File: src/rtl/gh_pkg.sv
// Shared guitar-game types and constants, used by the chart reader and the note matcher.
package gh_pkg;

  localparam int TW     = 16;
  localparam int LANES  = 5;
  localparam int WINDOW = 100;

  // One chart note: target time in 10 ms ticks plus the required fret mask.
  typedef struct packed {
    logic [TW-1:0]    noteTime;
    logic [LANES-1:0] lanes;
  } note_t;

endpackage

File: src/rtl/note_matcher_if.sv
// Bus between the chart reader / player inputs and the note matcher / scorer.
interface note_matcher_if
  import gh_pkg::*;
#(
  parameter int DEPTH = 8
);
  localparam int CW = $clog2(DEPTH) + 1;

  logic             note_valid;
  logic             note_ready;
  logic [TW-1:0]    note_time;
  logic [LANES-1:0] note_lanes;
  logic [TW-1:0]    song_time;
  logic [LANES-1:0] btn;
  logic             strum;
  logic             match_en;
  logic [15:0]      dt;
  logic             miss;
  logic             overstrum;
  logic [CW-1:0]    pending;

  modport master (
    output note_valid, note_time, note_lanes, song_time, btn, strum,
    input  note_ready, match_en, dt, miss, overstrum, pending
  );

  modport slave (
    input  note_valid, note_time, note_lanes, song_time, btn, strum,
    output note_ready, match_en, dt, miss, overstrum, pending
  );

endinterface

File: src/rtl/note_fifo.sv
// Show-ahead synchronous FIFO of pending chart notes.
module note_fifo
  import gh_pkg::*;
#(
  parameter int DEPTH = 8
) (
  input  logic                   clk,
  input  logic                   reset,
  input  logic                   i_push,
  input  note_t                  i_data,
  input  logic                   i_pop,
  output note_t                  o_head,
  output logic                   o_full,
  output logic                   o_empty,
  output logic [$clog2(DEPTH):0] o_count
);

  localparam int AW = $clog2(DEPTH);

  note_t          r_mem [DEPTH];
  logic [AW-1:0]  r_wrPtr;
  logic [AW-1:0]  r_rdPtr;
  logic [AW:0]    r_count;
  logic           w_doPush;
  logic           w_doPop;

  assign o_full   = (r_count == (AW+1)'(DEPTH));
  assign o_empty  = (r_count == '0);
  assign o_count  = r_count;
  assign o_head   = r_mem[r_rdPtr];
  assign w_doPush = i_push && !o_full;
  assign w_doPop  = i_pop && !o_empty;

  // Note storage; contents need no reset because count gates visibility.
  always_ff @(posedge clk) begin
    if (w_doPush) r_mem[r_wrPtr] <= i_data;
  end

  // Pointers wrap naturally since DEPTH is a power of two; count tracks occupancy.
  always_ff @(posedge clk) begin
    if (reset) begin
      r_wrPtr <= '0;
      r_rdPtr <= '0;
      r_count <= '0;
    end else begin
      if (w_doPush) r_wrPtr <= r_wrPtr + AW'(1);
      if (w_doPop)  r_rdPtr <= r_rdPtr + AW'(1);
      case ({w_doPush, w_doPop})
        2'b10:   r_count <= r_count + (AW+1)'(1);
        2'b01:   r_count <= r_count - (AW+1)'(1);
        default: r_count <= r_count;
      endcase
    end
  end

endmodule

File: src/rtl/note_matcher.sv
// Judges strums against the oldest pending chart note and emits hit/miss/overstrum strobes.
module note_matcher
  import gh_pkg::*;
#(
  parameter int DEPTH = 8
) (
  input logic           clk,
  input logic           reset,
  note_matcher_if.slave bus
);

  note_t          w_head;
  note_t          w_pushData;
  logic           w_full;
  logic           w_empty;
  logic [$clog2(DEPTH):0] w_count;
  logic           w_push;
  logic           w_pop;
  logic           w_strumEvent;
  logic [TW:0]    w_songX;
  logic [TW:0]    w_headX;
  logic [TW:0]    w_diff;
  logic [TW:0]    w_lateLimit;
  logic           w_late;
  logic           w_hit;
  logic           w_expire;

  logic           r_strumQ;
  logic           r_matchEn;
  logic           r_miss;
  logic           r_overstrum;
  logic [15:0]    r_dt;

  assign w_pushData.noteTime = bus.note_time;
  assign w_pushData.lanes    = bus.note_lanes;
  assign w_push              = bus.note_valid && !w_full;

  note_fifo #(.DEPTH(DEPTH)) u_fifo (
    .clk     (clk),
    .reset   (reset),
    .i_push  (w_push),
    .i_data  (w_pushData),
    .i_pop   (w_pop),
    .o_head  (w_head),
    .o_full  (w_full),
    .o_empty (w_empty),
    .o_count (w_count)
  );

  // Timing math is done one bit wider so neither the distance nor the late limit can wrap.
  assign w_songX     = {1'b0, bus.song_time};
  assign w_headX     = {1'b0, w_head.noteTime};
  assign w_diff      = (w_songX >= w_headX) ? (w_songX - w_headX) : (w_headX - w_songX);
  assign w_lateLimit = w_headX + (TW+1)'(WINDOW);
  assign w_late      = (w_songX >= w_lateLimit);

  // A strum event suppresses expiry for this cycle; a failed strum lets the miss fire next cycle.
  assign w_strumEvent = bus.strum && !r_strumQ;
  assign w_hit        = w_strumEvent && !w_empty && (bus.btn == w_head.lanes)
                        && (w_diff < (TW+1)'(WINDOW));
  assign w_expire     = !w_strumEvent && !w_empty && w_late;
  assign w_pop        = w_hit || w_expire;

  // Edge-detect history and registered judgement strobes; strumQ resets high so a held strum is ignored.
  always_ff @(posedge clk) begin
    if (reset) begin
      r_strumQ    <= 1'b1;
      r_matchEn   <= 1'b0;
      r_miss      <= 1'b0;
      r_overstrum <= 1'b0;
      r_dt        <= '0;
    end else begin
      r_strumQ    <= bus.strum;
      r_matchEn   <= w_hit;
      r_miss      <= w_expire;
      r_overstrum <= w_strumEvent && !w_hit;
      if (w_hit) r_dt <= 16'(w_diff);
    end
  end

  assign bus.note_ready = !w_full;
  assign bus.match_en   = r_matchEn;
  assign bus.miss       = r_miss;
  assign bus.overstrum  = r_overstrum;
  assign bus.dt         = r_dt;
  assign bus.pending    = w_count;

endmodule

File: src/flat_wrapper.sv
// flat-port wrapper written by rule: the top's interface ports become plain ports
module note_matcher_flat import gh_pkg::*;
#(
  parameter int DEPTH = 8
)
  (clk, reset, bus_note_valid, bus_note_time, bus_note_lanes, bus_song_time, bus_btn, bus_strum, bus_note_ready, bus_match_en, bus_dt, bus_miss, bus_overstrum, bus_pending);
  note_matcher_if #(.DEPTH(DEPTH)) bus_i ();
  input logic clk;
  input logic reset;
  input wire logic [$bits(bus_i.note_valid)-1:0] bus_note_valid;
  input wire logic [$bits(bus_i.note_time)-1:0] bus_note_time;
  input wire logic [$bits(bus_i.note_lanes)-1:0] bus_note_lanes;
  input wire logic [$bits(bus_i.song_time)-1:0] bus_song_time;
  input wire logic [$bits(bus_i.btn)-1:0] bus_btn;
  input wire logic [$bits(bus_i.strum)-1:0] bus_strum;
  output wire logic [$bits(bus_i.note_ready)-1:0] bus_note_ready;
  output wire logic [$bits(bus_i.match_en)-1:0] bus_match_en;
  output wire logic [$bits(bus_i.dt)-1:0] bus_dt;
  output wire logic [$bits(bus_i.miss)-1:0] bus_miss;
  output wire logic [$bits(bus_i.overstrum)-1:0] bus_overstrum;
  output wire logic [$bits(bus_i.pending)-1:0] bus_pending;
  assign bus_i.note_valid = bus_note_valid;
  assign bus_i.note_time = bus_note_time;
  assign bus_i.note_lanes = bus_note_lanes;
  assign bus_i.song_time = bus_song_time;
  assign bus_i.btn = bus_btn;
  assign bus_i.strum = bus_strum;
  assign bus_note_ready = bus_i.note_ready;
  assign bus_match_en = bus_i.match_en;
  assign bus_dt = bus_i.dt;
  assign bus_miss = bus_i.miss;
  assign bus_overstrum = bus_i.overstrum;
  assign bus_pending = bus_i.pending;
  note_matcher #(.DEPTH(DEPTH)) u_core (.clk(clk), .reset(reset), .bus(bus_i));
endmodule
File: config.mk
export PLATFORM = sky130hd
export DESIGN_NAME = note_matcher_flat
export DESIGN_NICKNAME = d
export VERILOG_FILES = /design/src/rtl/gh_pkg.sv /design/src/rtl/note_matcher_if.sv /design/src/rtl/note_fifo.sv /design/src/rtl/note_matcher.sv /design/src/flat_wrapper.sv
export SDC_FILE = /design/constraint.sdc
export NUM_CORES = 1
export LEC_CHECK = 0
export ABC_CLOCK_PERIOD_IN_PS = 7300
export CAP_MARGIN = 10
export CORE_AREA = 2 2 134 136
export CTS_CLUSTER_SIZE = 25
export DETAILED_ROUTE_END_ITERATION = 6
export DIE_AREA = 0 0 136 138
export PLACE_DENSITY = 0.75
export SLEW_MARGIN = 25
export SYNTH_ARGS = -nofsm -noshare
export SYNTH_HDL_FRONTEND = slang
export SYNTH_SLANG_ARGS = --single-unit
File: constraint.sdc
create_clock -name clk -period 7.3 [get_ports clk]
set_input_delay 1.095 -clock clk [delete_from_list [all_inputs] [get_ports clk]]
set_output_delay 1.095 -clock clk [all_outputs]
set_load 0.05 [all_outputs]
-- Yosys cells after proc, flatten, opt, wreduce, memory -nomap -nowiden
Memories as Yosys holds them, arrays and structs flattened. A register that Yosys moved wholly into a read port is not among the register bits.
Cells that the tools add are included.
- RAM bits: 168
- register bits: 30
- input port bits: 46
- output and inout port bits: 24
- memories: 1
- memory list (name ; words ; width ; rd ports ; clocked after memory_dff ; wr ports ; line ; text):
    u_core.u_fifo.r_mem ; 8 ; 21 ; 1 ; 1 ; 1 ; note_fifo.sv:20 ; note_t r_mem [DEPTH];
- mux-type cells: 6
- reduce and logical (&&, ||, !) cells: 18
- equality and inequality tests: 4
- add/sub/neg operators: 7
- order comparisons: 3
- operators with widths (operator ; number):
    $sub 16x16->17 ; 2
    $add 16x7->17 const B ; 1
    $ge 16x17->1 ; 1
    $lt 17x7->1 const B ; 1
    $mux 17 ; 1
    $ge 16x16->1 ; 1
    $logic_and 1x1->1 ; 10
    $pmux 4 s2 ; 1
    $add 3x1->3 const B ; 2
    $mux 3 ; 2
    $eq 5x5->1 ; 1
    $logic_not 1->1 ; 5
    $add 4x1->4 const B ; 1
    $eq 4x4->1 const B ; 1
    $logic_not 4->1 ; 1
    $sub 4x1->4 const B ; 1
    $eq 2x1->1 const B ; 1
    $eq 2x2->1 const B ; 1
    $mux 1 ; 2
    $reduce_bool 2->1 ; 1
    $logic_or 1x1->1 ; 1

-- Depth between registers and ports, before layout
- depth in word-level cells: 9
- gate-level depth with buffers: 28
- depth with buffers taken out: 24

-- Cells and area by module
A second synthesis with hierarchy kept.
- cells, all modules: 703
- area, all modules: 10059.6 sq um
- modules (own cells, without submodules) (module ; area each (sq um) ; cells an instance ; seq. area each (sq um) ; times used):
    note_fifo ; 7069.3 ; 317 ; 5305.1 ; 1
    note_matcher ; 2990.4 ; 386 ; 400.4 ; 1

-- Worst setup path before layout
OpenSTA, ideal clock, no wires.
- path type: register -> register
- start point: register (tool-made name)
- end point: register u_core.u_fifo.r_count[3], in the netlist u_core.u_fifo.o_count[3]
- slack: 1168 ps
- stages on the path, launching flop included: 27
- period minus slack after synthesis: 6132 ps
- arrival time: 6062 ps
- library setup time: 70 ps
- cells stage by stage: dfxtp_1 buf_2 buf_6 buf_4 buf_2 mux4_2 mux2i_1 inv_1 ha_1 nand4_1 or4_1 o211a_2 o31a_1 buf_6 buf_6 o31a_1 a2111oi_4 o2111ai_2 and2_0 inv_1 ha_1 ha_1 a21o_1 a21oi_1 xnor2_1 or3_1 a21oi_1
- RTL lines (item ; line ; text):
    end signal: assignment ; note_fifo.sv:49 ; 2'b10: r_count <= r_count + (AW+1)'(1);
    end signal: assignment ; note_fifo.sv:50 ; 2'b01: r_count <= r_count - (AW+1)'(1);
    end signal: assignment ; note_fifo.sv:51 ; default: r_count <= r_count;
    end: declaration ; note_fifo.sv:23 ; logic [AW:0] r_count;

==> summary.txt <==
========================================================================================
Status                                                                      complete, no violations
Top-area cell type share of the netlist area                                       50.3%
Number of synthesized flops with an enable pin                                       168
Cell with the most instances after synthesis                                    edfxtp_1
Warnings, synthesis                                                                    0
I/O pin total                                                                         70
Worst hold path type                                                        register to register
Post-CTS setup repair buffer count                                                     0
Top area cells in the synthesized netlist                                   edfxtp_1 (50%), mux4_2 (9.4%), dfxtp_1 (6.6%), ha_1 (6.5%), mux2i_1 (3.1%)
Pins Over Slew Limit                                                                   0
Post-cts hold buffer count                                                             0
Global route overflow                                                                  0
Top cells by count, synth                                                   edfxtp_1 (168), ha_1 (52), a21oi_1 (50)
Met2 wire length                                                                11500 µm
Summed negative setup slack over all endpoints                                      0 ns
Count of maximum capacitance violations                                                0
Required time of the worst setup path                                            7.72 ns
Worst-case vdd ir drop                                                        0.000238 V
Post-synth ARST share                                                                 0%
Placeable core area                                                           0.0175 mm²
Final design utilization                                                           66.7%
Max-slew headroom at the worst pin                                                 42.0%
Total power after layout                                                         3.48 mW
Number of I/O port buffers                                                            69
Highest Signal Layer                                                                met4
Total half-perimeter wirelength after legalization and detailed placement       15300 µm
Hold violation count in the final report                                               0
Total standard cell area after synthesis                                      0.0100 mm²
Number of fillers in the final layout                                               1257
First-pass GRT wire length                                                      35300 µm
Post-synthesis area per instance                                                13.6 µm²
Synth Register Bits                                                                  201
Sequential cell area fraction in the yosys report                                  56.9%
Number of DRC markers after the initial detailed-route iteration                     448
Synthesis-to-finish area growth                                                    16.7%
Power Density                                                                 298 mW/mm²
Synthesized netlist cell count                                                       735
H-tree levels                                                                          1
Share of cells above drive strength 1                                              14.0%
Detailed-route wire length on metal 1                                            9370 µm
Static leakage power                                                             4.14 nW
Diodes inserted                                                                        0
Number of antenna-violating nets in the routed design                                  0
Num CTS Buffers                                                                       22
Height of the die                                                                 138 µm
Most instantiated flip-flop cell in the synthesis netlist                       edfxtp_1
Part of the cycle the worst path needs                                             89.2%
Crit path cell chain                                                        buf_12, mux4_2, mux2i_1, inv_1, ha_1, a21oi_1, o211ai_1, o21ai_1, o31a_1, mux2_2, xnor2_1, a311o_1, o2111ai_2, and2_0, inv_1, ha_1, ha_1, a21o_1, a21oi_1, xnor2_1, or3_1, a21oi_1
DRC violations left                                                                    0
Critical Path Slowest Stage Cell                                                  o31a_1
TritonCTS clock tree                                                                 yes
Worst slack at placement                                                        0.804 ns
Type of element launching the critical path                                     register
DIE AREA                                                                      0.0188 mm²
WL/cell                                                                          21.4 µm
Final net count                                                                      914
Via Count                                                                           6251
Type of the setup path with the least slack                                 register to register
Tot GR Track Use                                                                   24.8%
DR WL met3                                                                       1020 µm
Dominant cell type by area after synthesis                                      edfxtp_1
Final wirelength                                                                22600 µm
Vias in the first global route                                                      6438
RePlAce Congestion                                                                 0.937
Delay contributed by the slowest stage of the critical path                      0.66 ns
Pre-Repair DR Iteration Count                                                          5
Achievable Freq                                                                  154 MHz
Final setup skew                                                               0.0330 ns
Post-Synthesis Net Count                                                             836
Starting density of the core                                                       57.1%
Clock sinks                                                                          201
Horizontal die dimension                                                          136 µm
Element type at the critical path end                                           register
Post-CTS Resized                                                                       0
CTS Buffer Depth                                                                       3
Distinct cell type count of the synthesized netlist                                   58
Largest net degree at the start of global routing                                     41
Final setup margin                                                              0.786 ns
Antenna violations before repair                                                       0
Worst-path clk slew                                                              0.06 ns
RSZ-0062 raised after global routing                                               false
Placement Rows                                                                        49
Post-route minimum period                                                        6.51 ns
Highest fanout seen on the critical path                                              29
Setup violation total in the final timing report                                       0
Clock latency on the worst-skew pair                                             0.51 ns
Arrival time of data at the critical path endpoint                               6.93 ns
Cell at the root of the clock tree                                             clkbuf_16
Least-Margin Pin Slew                                                           0.867 ns
Mean number of vias per cell                                                        5.92
========================================================================================
-- report_power, final --
| part | total (mW) | internal, mW | switching [mW] |
|---|---|---|---|
| clock | 1.03 | 0.616 | 0.418 |
| combinational | 1.12 | 0.458 | 0.660 |
| sequential | 1.33 | 1.30 | 0.0315 |
| total | 3.48 | 2.38 | 1.11 |
-- registers in the layout (all words and copies together), names as in the netlist, named ones only --
register               count
u_core.u_fifo.r_mem      168
u_core.bus.dt             16
u_core.u_fifo.o_count      4
u_core.u_fifo.r_rdPtr      3
u_core.u_fifo.r_wrPtr      3
u_core.bus.match_en        1
u_core.bus.miss            1
u_core.bus.overstrum       1
u_core.r_strumQ            1
-- logic make-up (layout without fill, tap and decap cells) --
family,after synthesis,in the layout,share of synthesized area (%)
flops,201,201,56.9
simple gates,167,167,8.64
compound gates,125,125,8.05
buf+inv,78,170,3.52
mux,76,76,12.9
fa+ha+maj,55,55,7.09
xor+xnor,33,33,2.88
-- metal layers --
metal	vias to the layer above	global-route usage (%)
met3	35	4.33
met4	0	8.77
met1	3123	32.2
met5	-	0
met2	157	42.2
li1	2936	-
-- final cells by class --
type	instances	area, µm²	share of cell area, %
timing repair buffer	85	836	7.15
clock buffer	30	602	5.15
clock inverter	8	77.6	0.664
multi-input combinational	456	4000	34.3
sequential	201	5710	48.8
tap	229	287	2.45
inverter	47	176	1.51
-- per-stage QoR --
stage                     hold WS, ns  cells  cell area, µm²
after detailed placement        0.444   1018           11000
after global placement          0.441   1018           11000
after floorplan                 0.472    735           10000
after global routing            0.481   1056           11700
after CTS                       0.453   1056           11700
final                           0.455   1056           11700
-- placed cells by master, fill, tap and decap left out, types with 8 or more instances in the layout --
cell | synthesis | final
nand4_1 | 16 | 16
mux4_2 | 42 | 42
ha_1 | 52 | 52
dfxtp_1 | 33 | 31
a21o_1 | 10 | 10
mux2i_1 | 31 | 31
a21oi_1 | 50 | 50
or2_2 | 11 | 11
nand3_1 | 8 | 8
buf_4 | 3 | 14
clkdlybuf4s50_1 | 0 | 69
o21ai_0 | 21 | 21
inv_1 | 47 | 47
and2_1 | 12 | 12
nand2_1 | 40 | 40
xnor2_1 | 21 | 21
edfxtp_1 | 168 | 168
xor2_1 | 12 | 12
nor2_1 | 36 | 35
clkbuf_16 | 0 | 23
-- worst max-delay path: cells and delay by family (launching register included) --
| kind | cells | cell delay, ns |
|---|---|---|
| and+or+nand+nor | 2 | 0.61 |
| xor gates and xnor gates | 2 | 0.25 |
| muxes | 3 | 1.30 |
| buffers and inverters | 3 | 0.47 |
| adders and majority gates | 3 | 0.88 |
| DFF | 1 | 0.40 |
| AOI/OAI and AO/OA | 9 | 2.47 |
-- final timing paths --
kind                            startpoint  slack (ns)  depth (start not counted)                                    end
max                               register        0.79                         22  u_core.u_fifo.o_count[3]$_SDFFE_PP0P_
min          u_core.bus.dt[4]$_SDFFE_PP0P_        0.45                          2          u_core.bus.dt[4]$_SDFFE_PP0P_
max reg2reg                       register        0.79                         22  u_core.u_fifo.o_count[3]$_SDFFE_PP0P_
min reg2reg  u_core.bus.dt[4]$_SDFFE_PP0P_        0.45                          2          u_core.bus.dt[4]$_SDFFE_PP0P_
Note: power is estimated with default switching activity, not from simulation.
